## config.mk

```make
export PLATFORM = sky130hd
export DESIGN_NAME = router_fifo_pkt
export DESIGN_NICKNAME = d
export VERILOG_FILES = /design/src/rtl/router_pkg.sv /design/src/rtl/router_fifo_pkt_tracker.sv /design/src/rtl/router_fifo_pkt.sv
export SDC_FILE = /design/constraint.sdc
export NUM_CORES = 1
export LEC_CHECK = 0
export ABC_CLOCK_PERIOD_IN_PS = 5390
export BUFFER_PORTS_ARGS = -buffer_cell sky130_fd_sc_hd__buf_4
export CAP_MARGIN = 25
export CORE_ASPECT_RATIO = 0.6
export CORE_MARGIN = 3
export CORE_UTILIZATION = 60
export DETAILED_ROUTE_END_ITERATION = 8
export GPL_ROUTABILITY_DRIVEN = 0
export GPL_TIMING_DRIVEN = 1
export PLACE_DENSITY = 0.8
export SYNTH_ARGS = -nofsm -noshare
export SYNTH_HDL_FRONTEND = slang
export SYNTH_HIERARCHICAL = 1
export SYNTH_SLANG_ARGS = --single-unit
```

## constraint.sdc

```tcl
create_clock -name clock -period 5.39 [get_ports clock]
set_input_delay 1.3475 -clock clock [delete_from_list [all_inputs] [get_ports clock]]
set_output_delay 1.3475 -clock clock [all_outputs]
set_load 0.05 [all_outputs]
```

## src/rtl/router_pkg.sv

```systemverilog
// router_pkg: shared constants and types for the 1x3 router datapath.
// Header byte layout is {len, addr} with addr in the low HDR_ADDR_W bits.
package router_pkg;

  localparam int ROUTER_DATA_W = 8;
  localparam int HDR_ADDR_W    = 2;
  localparam int HDR_LEN_LSB   = 2;

  typedef logic [ROUTER_DATA_W-HDR_LEN_LSB-1:0] router_len_t;

endpackage

```

## src/rtl/router_fifo_pkt_tracker.sv

```systemverilog
// router_fifo_pkt_tracker: read-side packet boundary tracking for the FIFO.
// Parity accumulator exists only when ROUTER_FIFO_PARITY_EN is defined.
module router_fifo_pkt_tracker
  import router_pkg::*;
#(
  parameter int DATA_W = ROUTER_DATA_W
) (
  input  logic              clock,
  input  logic              resetn,
  input  logic              soft_reset,
  input  logic              i_rd_fire,
  input  logic              i_tag,
  input  logic [DATA_W-1:0] i_rd_byte,
  output logic              o_pkt_done,
  output logic              o_parity_err
);

  localparam int LEN_W = DATA_W - HDR_LEN_LSB;
  localparam int REM_W = LEN_W + 1;

  logic [REM_W-1:0] r_rem;
  logic             r_pkt_done;
  logic [LEN_W-1:0] w_len;
  logic             w_last;
  logic             w_busy;

  assign w_len  = i_rd_byte[DATA_W-1:HDR_LEN_LSB];
  assign w_last = (r_rem == REM_W'(1));
  assign w_busy = (r_rem != '0);

  // A header always restarts tracking, even over an unfinished packet.
  always_ff @(posedge clock or negedge resetn) begin
    if (!resetn) begin
      r_rem      <= '0;
      r_pkt_done <= 1'b0;
    end else if (soft_reset) begin
      r_rem      <= '0;
      r_pkt_done <= 1'b0;
    end else begin
      r_pkt_done <= 1'b0;
      if (i_rd_fire) begin
        if (i_tag) begin
          r_rem <= {1'b0, w_len} + REM_W'(1);
        end else if (w_last) begin
          r_rem      <= '0;
          r_pkt_done <= 1'b1;
        end else if (w_busy) begin
          r_rem <= r_rem - REM_W'(1);
        end
      end
    end
  end

  assign o_pkt_done = r_pkt_done;

`ifdef ROUTER_FIFO_PARITY_EN
  logic [DATA_W-1:0] r_acc;
  logic              r_parity_err;

  always_ff @(posedge clock or negedge resetn) begin
    if (!resetn) begin
      r_acc        <= '0;
      r_parity_err <= 1'b0;
    end else if (soft_reset) begin
      r_acc        <= '0;
      r_parity_err <= 1'b0;
    end else begin
      r_parity_err <= 1'b0;
      if (i_rd_fire) begin
        if (i_tag) begin
          r_acc <= i_rd_byte;
        end else if (w_last) begin
          r_parity_err <= (r_acc != i_rd_byte);
        end else if (w_busy) begin
          r_acc <= r_acc ^ i_rd_byte;
        end
      end
    end
  end

  assign o_parity_err = r_parity_err;
`else
  logic w_unused_addr;

  assign w_unused_addr = ^i_rd_byte[HDR_ADDR_W-1:0];
  assign o_parity_err  = 1'b0;
`endif

endmodule

```

## src/rtl/router_fifo_pkt.sv

```systemverilog
// router_fifo_pkt: packet-aware channel FIFO, one instance per router output.
// Define ROUTER_FIFO_PARITY_EN to build the read-side parity check.
module router_fifo_pkt
  import router_pkg::*;
#(
  parameter int DATA_W    = ROUTER_DATA_W,
  parameter int DEPTH     = 16,
  parameter int AF_MARGIN = 2,
  parameter int ADDR_W    = $clog2(DEPTH)
) (
  input  logic              clock,
  input  logic              resetn,
  input  logic              soft_reset,
  input  logic              write_enb,
  input  logic              read_enb,
  input  logic              lfd_state,
  input  logic [DATA_W-1:0] data_in,
  output logic [DATA_W-1:0] data_out,
  output logic              full,
  output logic              empty,
  output logic              almost_full,
  output logic [ADDR_W:0]   count,
  output logic              pkt_done,
  output logic              parity_err
);

  localparam logic [ADDR_W:0] FULL_C = (ADDR_W+1)'(DEPTH);
  localparam logic [ADDR_W:0] AF_C   = (ADDR_W+1)'(DEPTH - AF_MARGIN);

  logic [DATA_W:0]   r_mem [DEPTH];
  logic [ADDR_W-1:0] r_wptr;
  logic [ADDR_W-1:0] r_rptr;
  logic [ADDR_W:0]   r_count;
  logic [DATA_W-1:0] r_data_out;
  logic              w_wr;
  logic              w_rd;
  logic [DATA_W:0]   w_head;

  assign full        = (r_count == FULL_C);
  assign empty       = (r_count == '0);
  assign almost_full = (r_count >= AF_C);
  assign count       = r_count;
  assign data_out    = r_data_out;

  assign w_wr   = write_enb && !full;
  assign w_rd   = read_enb && !empty;
  assign w_head = r_mem[r_rptr];

  // Flush leaves stored bytes in place; only the pointers forget them.
  always_ff @(posedge clock) begin
    if (w_wr && !soft_reset)
      r_mem[r_wptr] <= {lfd_state, data_in};
  end

  always_ff @(posedge clock or negedge resetn) begin
    if (!resetn) begin
      r_wptr     <= '0;
      r_rptr     <= '0;
      r_count    <= '0;
      r_data_out <= '0;
    end else if (soft_reset) begin
      r_wptr     <= '0;
      r_rptr     <= '0;
      r_count    <= '0;
      r_data_out <= '0;
    end else begin
      if (w_wr)
        r_wptr <= r_wptr + ADDR_W'(1);
      if (w_rd) begin
        r_rptr     <= r_rptr + ADDR_W'(1);
        r_data_out <= w_head[DATA_W-1:0];
      end
      unique case ({w_wr, w_rd})
        2'b10:   r_count <= r_count + (ADDR_W+1)'(1);
        2'b01:   r_count <= r_count - (ADDR_W+1)'(1);
        default: r_count <= r_count;
      endcase
    end
  end

  router_fifo_pkt_tracker #(
    .DATA_W(DATA_W)
  ) u_tracker (
    .clock       (clock),
    .resetn      (resetn),
    .soft_reset  (soft_reset),
    .i_rd_fire   (w_rd),
    .i_tag       (w_head[DATA_W]),
    .i_rd_byte   (w_head[DATA_W-1:0]),
    .o_pkt_done  (pkt_done),
    .o_parity_err(parity_err)
  );

endmodule
```

==> results of run 1 <==
cells by family after synthesis:
kind of cell             count (synthesis)  share of synthesized area [%]
buffers and inverters                   34                           2.41
adder cells (fa/ha/maj)                 12                           2.13
flip-flops                             173                           68.1
multiplexers                            65                           14.6
AND/OR/NAND/NOR                        114                           7.46
other                                    1                         0.0506
XOR/XNOR                                11                           1.40
AO/OA/AOI/OAI                           42                           3.85
power groups by stage:
stage               Clock [mW]  Combinational [mW]  Sequential (mW)
floorplan                    0               0.730             1.75
global placement             0                1.02             1.68
detailed placement           0                1.05             1.69
CTS                       1.22                1.06             1.66
global route              1.30                1.15             1.68
finish                    1.21                1.06             1.66
registers in the layout, summed over array words and instances, names as in the netlist:
| signal | count |
|---|---|
| r_rptr | 4 |
| data_out | 8 |
| count | 5 |
| u_tracker/o_pkt_done | 1 |
| r_mem | 144 |
| u_tracker/r_rem | 7 |
| r_wptr | 4 |
cell type report:
cell class	instances	area share (%)
flip-flops and latches	173	60.3
multi-input cells	245	26.1
clock buffers	17	5.08
repair buffers	41	3.68
well taps	160	2.39
clock inverters	15	1.94
inverters	11	0.493
placed cells by master (no fill, tap or decap), types with 2 or more instances in the layout:
master      synthesis  layout
mux4_2             34      34
nor2b_1             2       2
buf_4               4      41
xor2_1              5       5
a21o_1              2       2
clkinv_2            0       3
nand2_1            31      31
xnor2_1             5       5
nand2b_1            2       2
bufinv_16           0       2
nand3b_1            2       2
nand3_1             7       7
mux2i_1            29      29
and2_1              2       2
nor2_1             41      41
nor4_1              5       5
o21ai_0             6       6
dfrtp_1            29      28
inv_1              11      11
mux2_2              2       2
a22oi_1             3       3
nor3b_1             3       3
ha_1               11      11
a31oi_1             3       3
clkinv_4            0       3
clkbuf_16           0      17
clkinvlp_4          0       2
a21oi_1            14      14
a211oi_1            2       2
nor3_1              5       5
or3_1               2       2
o21a_1              2       2
or4_4               2       2
nand4_1             3       3
edfxtp_1          144     144
inv_6               0       4
worst paths after layout:
path | end | slack, ns | depth (start not counted)
worst max-delay path | count[4]$_DFFE_PN0P_ | 1.86 | 11
worst min-delay path | data_out[4]$_DFFE_PN0P_ | 0.52 | 2
worst max register to register | count[4]$_DFFE_PN0P_ | 1.86 | 11
worst min register to register | data_out[4]$_DFFE_PN0P_ | 0.52 | 2
max in group asynchronous | r_rptr[1]$_DFFE_PN0P_ | 4.24 | 1
min in group asynchronous | u_tracker/o_pkt_done$_DFF_PN0_ | 0.84 | 1
critical path: stages (launching register included):
cell and delay (ns):
dfrtp_1 0.47, or4_4 0.59, o21ai_4 0.36, inv_1 0.40
nand2b_1 0.25, inv_1 0.11, ha_1 0.34, nor2b_1 0.16
o21a_1 0.19, nor4_1 0.24, o21ai_0 0.13, nor3b_2 0.16
per-layer routing:
layer / share of wire [%] / vias to the layer above
met3: 7.9 / 10
met1: 44 / 2068
met2: 47 / 187
met4: 0.75 / 0
met5: 0 / -
li1: - / 1813
stage by stage:
step                      total power [mW]  utilization (%)  setup slack [ns]
after global placement                2.70             66.2              1.85
after global routing                  4.12             71.7              1.61
final                                 3.94             71.7              1.86
after floorplan                       2.48                -              2.07
after CTS                             3.95             71.3              1.86
after detailed placement              2.74             66.2              1.70
==> out/metrics.csv, run 1 <==
metric,value,unit
Global Route Usage Sum,23.0,%
switching pwr,1.29,mW
PwrDens,470,nW/um2
crit-path max FO,19,
cell area after layout,8370,um2
Syn. warnings,6,
Hold Startpoint,data_out[4]$_DFFE_PN0P_,
number of H-tree levels,4,
register bit total from synthesis,173,
RSZ-0062 raised after global routing,false,
Detail Route Antenna Nets,0,
Switching Share,32.7,%
fmax,283,MHz
nets,515,
clk_lat worst skew,0.41,ns
Final Routed Wirelength,14.9,mm
layout cell share with drive strength beyond 1,24.1,%
combinational cell fraction of total power,27.0,%
Num CTS Buffers,17,
Flop pwr share,42.2,%
met3 Use GR,5.28,%
Crit. End Element,flip-flop,
"area leader, netlist",edfxtp_1,
Static Leak,2.90,nW
register area,5050,um2
die extent in y,92.1,um
CTS clock-pin slew for the worst setup and hold paths,0.07,ns
initial antenna violation count,0,
Worst R2R Start,count[1]$_DFFE_PN0P_,
Tightest Hold Check Type,reg -> reg,
Crit path arrival time,3.82,ns
gr ovfl total,0,
final hold viol count,0,
Cells after Synth,452,
number of global-route vias before repair,4096,
Starting Density,63.5,%
busiest layer in global routing,met1,
total I/O pin count,32,
min Tclk post-route,3.53,ns
clk_skew,0.00885,ns
Initial DRC Count,354,
setup_tns,0,ns
number of cells after detailed placement,623,
mean post-synth cell area,16.4,um2
hold_ws,0.524,ns
via count,4078,
root buffer cell,clkbuf_16,
# diodes,0,
count of cell types in the netlist,56,
die width,149,um
crit share post-route,65.5,%
max-slew violations,0,
post-CTS sizing,0,
Mapped Nets,478,
final std cells w/o fill,662,
post-DP HPWL,9.54,mm
Setup crit start kind,flip-flop,
post-DR vias/cell,6.16,
CTS tree,yes,
most frequent cell after synthesis,edfxtp_1,
DR pass1 iterations,6,
final setup vio count,0,
Core Box Area,11700,um2
Max-Cap Viols,0,
area added between synthesis and finish,12.9,%
Longest Clk Path Bufs,2,
commonest cells in the netlist,"edfxtp_1 (144), nor2_1 (41), mux4_2 (34)",
mapped cell area,7410,um2
first-pass GRT wire length,23.4,mm
largest net degree at the start of global routing,34,
asr flop ratio synth,16.8,%
number of flops mapped to enable cells by yosys,144,
Num Clock Sinks,173,
status,finished clean,
# DRC,0,
crit path kind,reg -> reg,
VDD IR-drop max,268,uV
Fillers,719,
Post-CTS Repair Setup Buffers,0,
# hold bufs at CTS,0,
Port Buffer Count,30,
M1 GR Usage,35.4,%
top cell type's share of synthesized area,58.3,%
internal power,2.65,mW
Clock Power Share,30.8,%
dpl cell area,7730,um2
Avg WL per Cell,22.4,um
row cnt,30,
met2 Usage GRT,33.6,%
slew margin rel.,30.0,%
sequential fraction of the synthesis area,68.1,%
Synth area leaders,"edfxtp_1 (58%), mux4_2 (10%), dfrtp_1 (9.8%)",
required time worst endpoint,5.68,ns
Worst Max-Slew Pin Slew,1.05,ns
Multi-input gate area,2180,um2
full die area,13800,um2
Worst setup startpoint,count[1]$_DFFE_PN0P_,
main flop type after synthesis,edfxtp_1,
No activity file was read; power rests on OpenSTA's default activity.
==> run 2: changes to the inputs <==
ABC_CLOCK_PERIOD_IN_PS = 3150   (was 5390)
CORE_UTILIZATION = 55   (was 60)
PLACE_DENSITY = 0.77   (was 0.8)
clock period = 3.15 ns   (was 5.39 ns; I/O delays follow)
==> out/metrics.csv, run 2 (same netlist as run 1, synthesis figures left out) <==
metric,value,unit,change
Critical Path End,count[4]$_DFFE_PN0P_,,
# diodes,0,,unchanged
Global Route Usage Sum,22.6,%,-0.38 points
Tightest Hold Check Type,in -> async,,
Num CTS Buffers,17,,unchanged
Worst Reg2Reg Path Length in Cells,11,,unchanged
status,finished clean,,
Port Buffer Count,30,,unchanged
R2R Setup Slk,0.41,ns,-1.44 ns
Post-CTS Repair Setup Buffers,0,,unchanged
post-DR vias/cell,6.20,,+0.61%
VDD IR-drop max,381,uV,+42%
Num Clock Sinks,173,,unchanged
final hold viol count,0,,unchanged
# DRC,0,,unchanged
Static Leak,2.99,nW,+3.2%
Max-Cap Viols,0,,unchanged
gr ovfl total,0,,unchanged
Worst R2R Start,count[1]$_DFFE_PN0P_,,
number of H-tree levels,4,,unchanged
required time worst endpoint,3.45,ns,-2.23 ns
Finished Core Util,65.4,%,-6.3 points
clk_lat worst skew,0.43,ns,+0.02 ns
total I/O pin count,32,,unchanged
Core Box Area,13000,um2,+11%
"most common cell after layout, fill and taps aside",edfxtp_1,,
crit share post-route,86.9,%,+21 points
Starting Density,57.0,%,-6.5 points
worst setup margin,0.414,ns,-1.44 ns
Top reg by flops,r_mem,,
Avg WL per Cell,23.2,um,+3.2%
max-slew violations,0,,unchanged
via count,4295,,+5.3%
crit-path max FO,7,,-12
max FFs per register,144,,unchanged
nets,536,,+4.1%
row cnt,32,,+6.7%
die extent in y,95.9,um,+4.2%
number of global-route vias before repair,4133,,+0.90%
slew margin rel.,54.8,%,+25 points
fmax,365,MHz,+29%
CTS clock-pin slew for the worst setup and hold paths,0.07,ns,about the same
min Tclk post-route,2.74,ns,-0.795 ns
die width,156,um,+4.3%
final setup vio count,0,,unchanged
setup_tns,0,ns,unchanged
Worst Max-Slew Pin Slew,0.659,ns,-0.387 ns
Longest Clk Path Bufs,2,,unchanged
Detail Route Antenna Nets,0,,unchanged
post-DP HPWL,10.8,mm,+13%
"commonest cells after routing, fill and taps aside","edfxtp_1 (144), buf_4 (61), nor2_1 (41), mux4_2 (34), nand2_1 (31)",,
first-pass GRT wire length,24.4,mm,+4.0%
Crit. End Element,flip-flop,,
largest net degree at the start of global routing,34,,unchanged
# hold bufs at CTS,0,,unchanged
Post-Place Setup Slack,0.399,ns,-1.30 ns
root buffer cell,clkbuf_16,,
hold_ws,0.287,ns,-0.238 ns
Worst setup startpoint,count[1]$_DFFE_PN0P_,,
crit path kind,reg -> reg,,
Crit path arrival time,3.04,ns,-0.78 ns
post-CTS sizing,0,,unchanged
PwrDens,786,nW/um2,+67%
Final Routed Wirelength,16.1,mm,+8.1%
register area,5050,um2,unchanged
layout cell share with drive strength beyond 1,26.4,%,+2.3 points
cell area after layout,8520,um2,+1.7%
full die area,14900,um2,+8.6%
DR pass1 iterations,5,,-1
clk_skew,0.0118,ns,+0.00297 ns
Initial DRC Count,367,,+3.7%
CTS tree,yes,,
dpl cell area,7970,um2,+3.0%
RSZ-0062 raised after global routing,false,,
reg-to-reg endpoint,count[4]$_DFFE_PN0P_,,
area added between synthesis and finish,14.9,%,
Setup crit start kind,flip-flop,,
initial antenna violation count,0,,unchanged
Fillers,846,,+18%
Multi-input gate area,2180,um2,unchanged
==> run 2: changes by cell type in the layout (fill, tap and decap cells not counted) <==
cell	previous run	this run
buf_4	41	61
inv_6	4	1
clkinv_2	3	2
buf_12	0	1
bufinv_16	2	1
clkinv_4	3	4
clkbuf_1	0	1
clkinv_1	0	3
==> run 2: critical path, cell delays in order (launching register included) <==
cell	delay, ns
dfrtp_1	0.46
or4_4	0.58
o21ai_4	0.14
inv_1	0.06
nand2b_1	0.11
inv_1	0.10
ha_1	0.32
nor2b_1	0.14
o21a_1	0.18
nor4_1	0.24
o21ai_0	0.12
nor3b_2	0.16
==> run 2: metrics by stage <==
stage	power, mW	cells
after CTS	6.72	693
final	6.69	693
after global routing	6.99	693
after detailed placement	4.77	661
after global placement	4.69	661
after floorplan	4.24	452
==> run 2: worst min path at each step <==
stage,from,to,slack (ns),cells past startpoint
after global routing,resetn,u_tracker/r_rem[5]$_DFFE_PN0P_,0.30,1
after global placement,data_out[4]$_DFFE_PN0P_,data_out[4]$_DFFE_PN0P_,0.52,2
final,resetn,u_tracker/r_rem[3]$_DFFE_PN0P_,0.29,1
after CTS,resetn,u_tracker/r_rem[3]$_DFFE_PN0P_,0.29,1
after detailed placement,data_out[4]$_DFFE_PN0P_,data_out[4]$_DFFE_PN0P_,0.52,2
after floorplan,resetn,count[0]$_DFFE_PN0P_,0.49,0
==> run 2: where the power goes <==
| group | switching, mW | total [mW] | internal, mW |
|---|---|---|---|
| logic | 1.15 | 1.93 | 0.786 |
| registers | 0.181 | 2.80 | 2.62 |
| clock network | 0.869 | 1.96 | 1.09 |
==> run 2: cell type report <==
class / instances / area share [%]
sequential: 173 / 59.3
inverter: 11 / 0.485
tap: 170 / 2.50
timing repair buffer: 62 / 5.61
clock buffer: 18 / 5.04
clock inverter: 14 / 1.43
multi-input combinational: 245 / 25.6
==> run 2: layer usage <==
| layer | global-route usage, % | part of all wire (%) | vias up |
|---|---|---|---|
| li1 | - | - | 1869 |
| met3 | 4.94 | 7.4 | 28 |
| met5 | 0 | 0 | - |
| met1 | 34.3 | 45 | 2212 |
| met4 | 7.42 | 2.0 | 0 |
| met2 | 33.1 | 46 | 186 |
==> run 3: changes to the inputs <==
ABC_AREA = 1   (was default)
PLACE_DENSITY = 0.75   (was 0.77)
==> out/metrics.csv, run 3 <==
metric,value,unit,change
status,finished clean,,
slew margin rel.,41.9,%,-13 points
mapped cell area,7640,um2,+3.1%
Num CTS Buffers,17,,unchanged
Initial DRC Count,749,,+100%
row cnt,32,,unchanged
count of cell types in the netlist,37,,-34%
Num Clock Sinks,173,,unchanged
final std cells w/o fill,956,,+38%
layout cell share with drive strength beyond 1,13.5,%,-13 points
crit path kind,reg -> reg,,
"commonest cells after routing, fill and taps aside","nand2_1 (209), edfxtp_1 (144), nor2_1 (113), nand3_1 (55), buf_4 (50)",,
dpl cell area,8060,um2,+1.1%
final hold viol count,0,,unchanged
min Tclk post-route,2.63,ns,-0.105 ns
RSZ-0062 raised after global routing,false,,
nets,798,,+49%
Mapped Nets,756,,+58%
required time worst endpoint,3.47,ns,+0.02 ns
PwrDens,834,nW/um2,+6.1%
number of cells after detailed placement,923,,+40%
"area leader, netlist",edfxtp_1,,
initial antenna violation count,0,,unchanged
Global Route Usage Sum,24.1,%,+1.5 points
number of flops mapped to enable cells by yosys,144,,unchanged
commonest cells in the netlist,"nand2_1 (209), edfxtp_1 (144), nor2_1 (113)",,
Crit. End Element,flip-flop,,
cell breakdown of the critical path,"buf_4, nor2_1, nor2_1, o21ai_0, nand3_1, nand2_1, nand2_1, ha_1, nand3_1, nor2_1, nor2_1, nand2_1, o21ai_0, nand2_1, nand2_1",,
Finished Core Util,65.6,%,+0.17 points
crit-path leading delay family,simple AND/OR/NAND/NOR gates,,
cell area after layout,8670,um2,+1.8%
Top reg by flops,r_mem,,
top cell type's share of synthesized area,56.6,%,-1.7 points
crit-path max FO,76,,+69
first-pass GRT wire length,28.2,mm,+16%
post-DR vias/cell,5.75,,-7.3%
Critical-path top delay cell,buf_4,,
max FFs per register,144,,unchanged
Static Leak,3.43,nW,+15%
die width,158,um,+1.5%
Setup crit start kind,flip-flop,,
Worst Max-Slew Pin Slew,0.868,ns,+0.209 ns
most frequent cell after synthesis,nand2_1,,
register bit total from synthesis,173,,unchanged
Crit path arrival time,2.95,ns,-0.09 ns
Synth area leaders,"edfxtp_1 (57%), nand2_1 (10%), dfrtp_1 (9.5%)",,
worst setup margin,0.518,ns,+0.105 ns
final setup vio count,0,,unchanged
Longest Clk Path Bufs,2,,unchanged
Post-CTS Repair Setup Buffers,0,,unchanged
number of global-route vias before repair,5448,,+32%
most frequent CP cell,nand2_1,,
total I/O pin count,32,,unchanged
root buffer cell,clkbuf_16,,
# DRC,0,,unchanged
Syn. warnings,6,,unchanged
mean post-synth cell area,10.5,um2,-36%
Max-Cap Viols,0,,unchanged
crit share post-route,83.5,%,-3.3 points
clk_lat worst skew,0.42,ns,about the same
post-DP HPWL,11.9,mm,+11%
number of H-tree levels,4,,unchanged
Detail Route Antenna Nets,0,,unchanged
Core Box Area,13200,um2,+1.5%
crit-path max cell delay,0.59,ns,about the same
full die area,15400,um2,+2.9%
Post-Place Setup Slack,0.571,ns,+0.172 ns
Starting Density,57.8,%,+0.86 points
max-slew violations,0,,unchanged
largest net degree at the start of global routing,77,,+130%
CTS clock-pin slew for the worst setup and hold paths,0.07,ns,about the same
Port Buffer Count,30,,unchanged
Cells after Synth,730,,+62%
Final Routed Wirelength,17.9,mm,+11%
# hold bufs at CTS,0,,unchanged
DR pass1 iterations,6,,+1
gr ovfl total,0,,unchanged
CTS tree,yes,,
clk_skew,0.0104,ns,-0.00143 ns
"most common cell after layout, fill and taps aside",nand2_1,,
fmax,380,MHz,+4.0%
setup_tns,0,ns,unchanged
via count,5493,,+28%
area added between synthesis and finish,13.5,%,
main flop type after synthesis,edfxtp_1,,
post-CTS sizing,0,,unchanged
asr flop ratio synth,16.8,%,unchanged
VDD IR-drop max,398,uV,+4.4%
Tightest Hold Check Type,in -> async,,
sequential fraction of the synthesis area,66.1,%,-2.0 points
die extent in y,97.3,um,+1.4%
WP buf/inv,1,,-1
Avg WL per Cell,18.7,um,-19%
==> run 3: cell count changes in the layout (fill, tap and decap cells not counted), moves of 4 or more <==
cell and delta:
nand2_1 +178, nor2_1 +72, nand3_1 +48, mux4_2 -34
mux2i_1 -29, o21ai_0 +29, inv_1 +14, o21ai_1 +14
a21oi_1 +11, buf_4 -11, inv_2 +7, nand2_2 +4
nor3_1 -4, nor4_1 -4
==> run 3: metal layers <==
layer  part of all wire [%]  GRT usage [%]
met3                     10           6.72
met1                     44           36.0
met5                      0              0
met4                    1.7           8.00
met2                     44           34.3
==> run 3: per-stage QoR <==
step / hold WS [ns] / total power, mW
3_3_place_gp: 0.468 / 5.00
4_1_cts: 0.288 / 7.20
5_1_grt: 0.286 / 7.59
2_1_floorplan: 0.449 / 4.45
6_report: 0.284 / 7.23
3_5_place_dp: 0.469 / 5.07
==> run 3: worst paths after layout <==
kind | slack (ns) | from | endpoint | cells past startpoint
worst min-delay path | 0.28 | resetn | data_out[6]$_DFFE_PN0P_ | 1
min in group clock | 0.48 | data_out[7]$_DFFE_PN0P_ | data_out[7]$_DFFE_PN0P_ | 2
max in group asynchronous | 2.55 | resetn | r_rptr[0]$_DFFE_PN0P_ | 1
worst min register to register | 0.48 | data_out[7]$_DFFE_PN0P_ | data_out[7]$_DFFE_PN0P_ | 2
worst max register to register | 0.52 | r_rptr[0]$_DFFE_PN0P_ | u_tracker/r_rem[4]$_DFFE_PN0P_ | 15
worst max-delay path | 0.52 | r_rptr[0]$_DFFE_PN0P_ | u_tracker/r_rem[4]$_DFFE_PN0P_ | 15
==> run 3: kinds of logic (layout without fill, tap and decap cells) <==
kind of cell	after synthesis	after routing	share of synthesized area, %
buffers and inverters	61	116	3.95
XOR/XNOR	4	4	0.459
AO/OA/AOI/OAI	78	78	5.24
other	1	2	0.0491
flip-flops	173	173	66.1
AND/OR/NAND/NOR	401	401	22.1
adder cells (fa/ha/maj)	12	12	2.06
==> run 3: cell type report <==
cell class	instances	area, um2
sequential	173	5050
antenna	1	2.50
fill	980	4540
clock inverter	14	183
clock buffer	18	429
timing repair buffer	50	375
tap	170	213
multi-input combinational	496	2290
inverter	34	129
==> run 3: power by group <==
part | leakage, nW | total, mW | internal [mW] | switching, mW
combinational | 1.45 | 2.32 | 0.665 | 1.65
clock | 0.293 | 2.15 | 1.26 | 0.887
sequential | 1.69 | 2.76 | 2.62 | 0.140
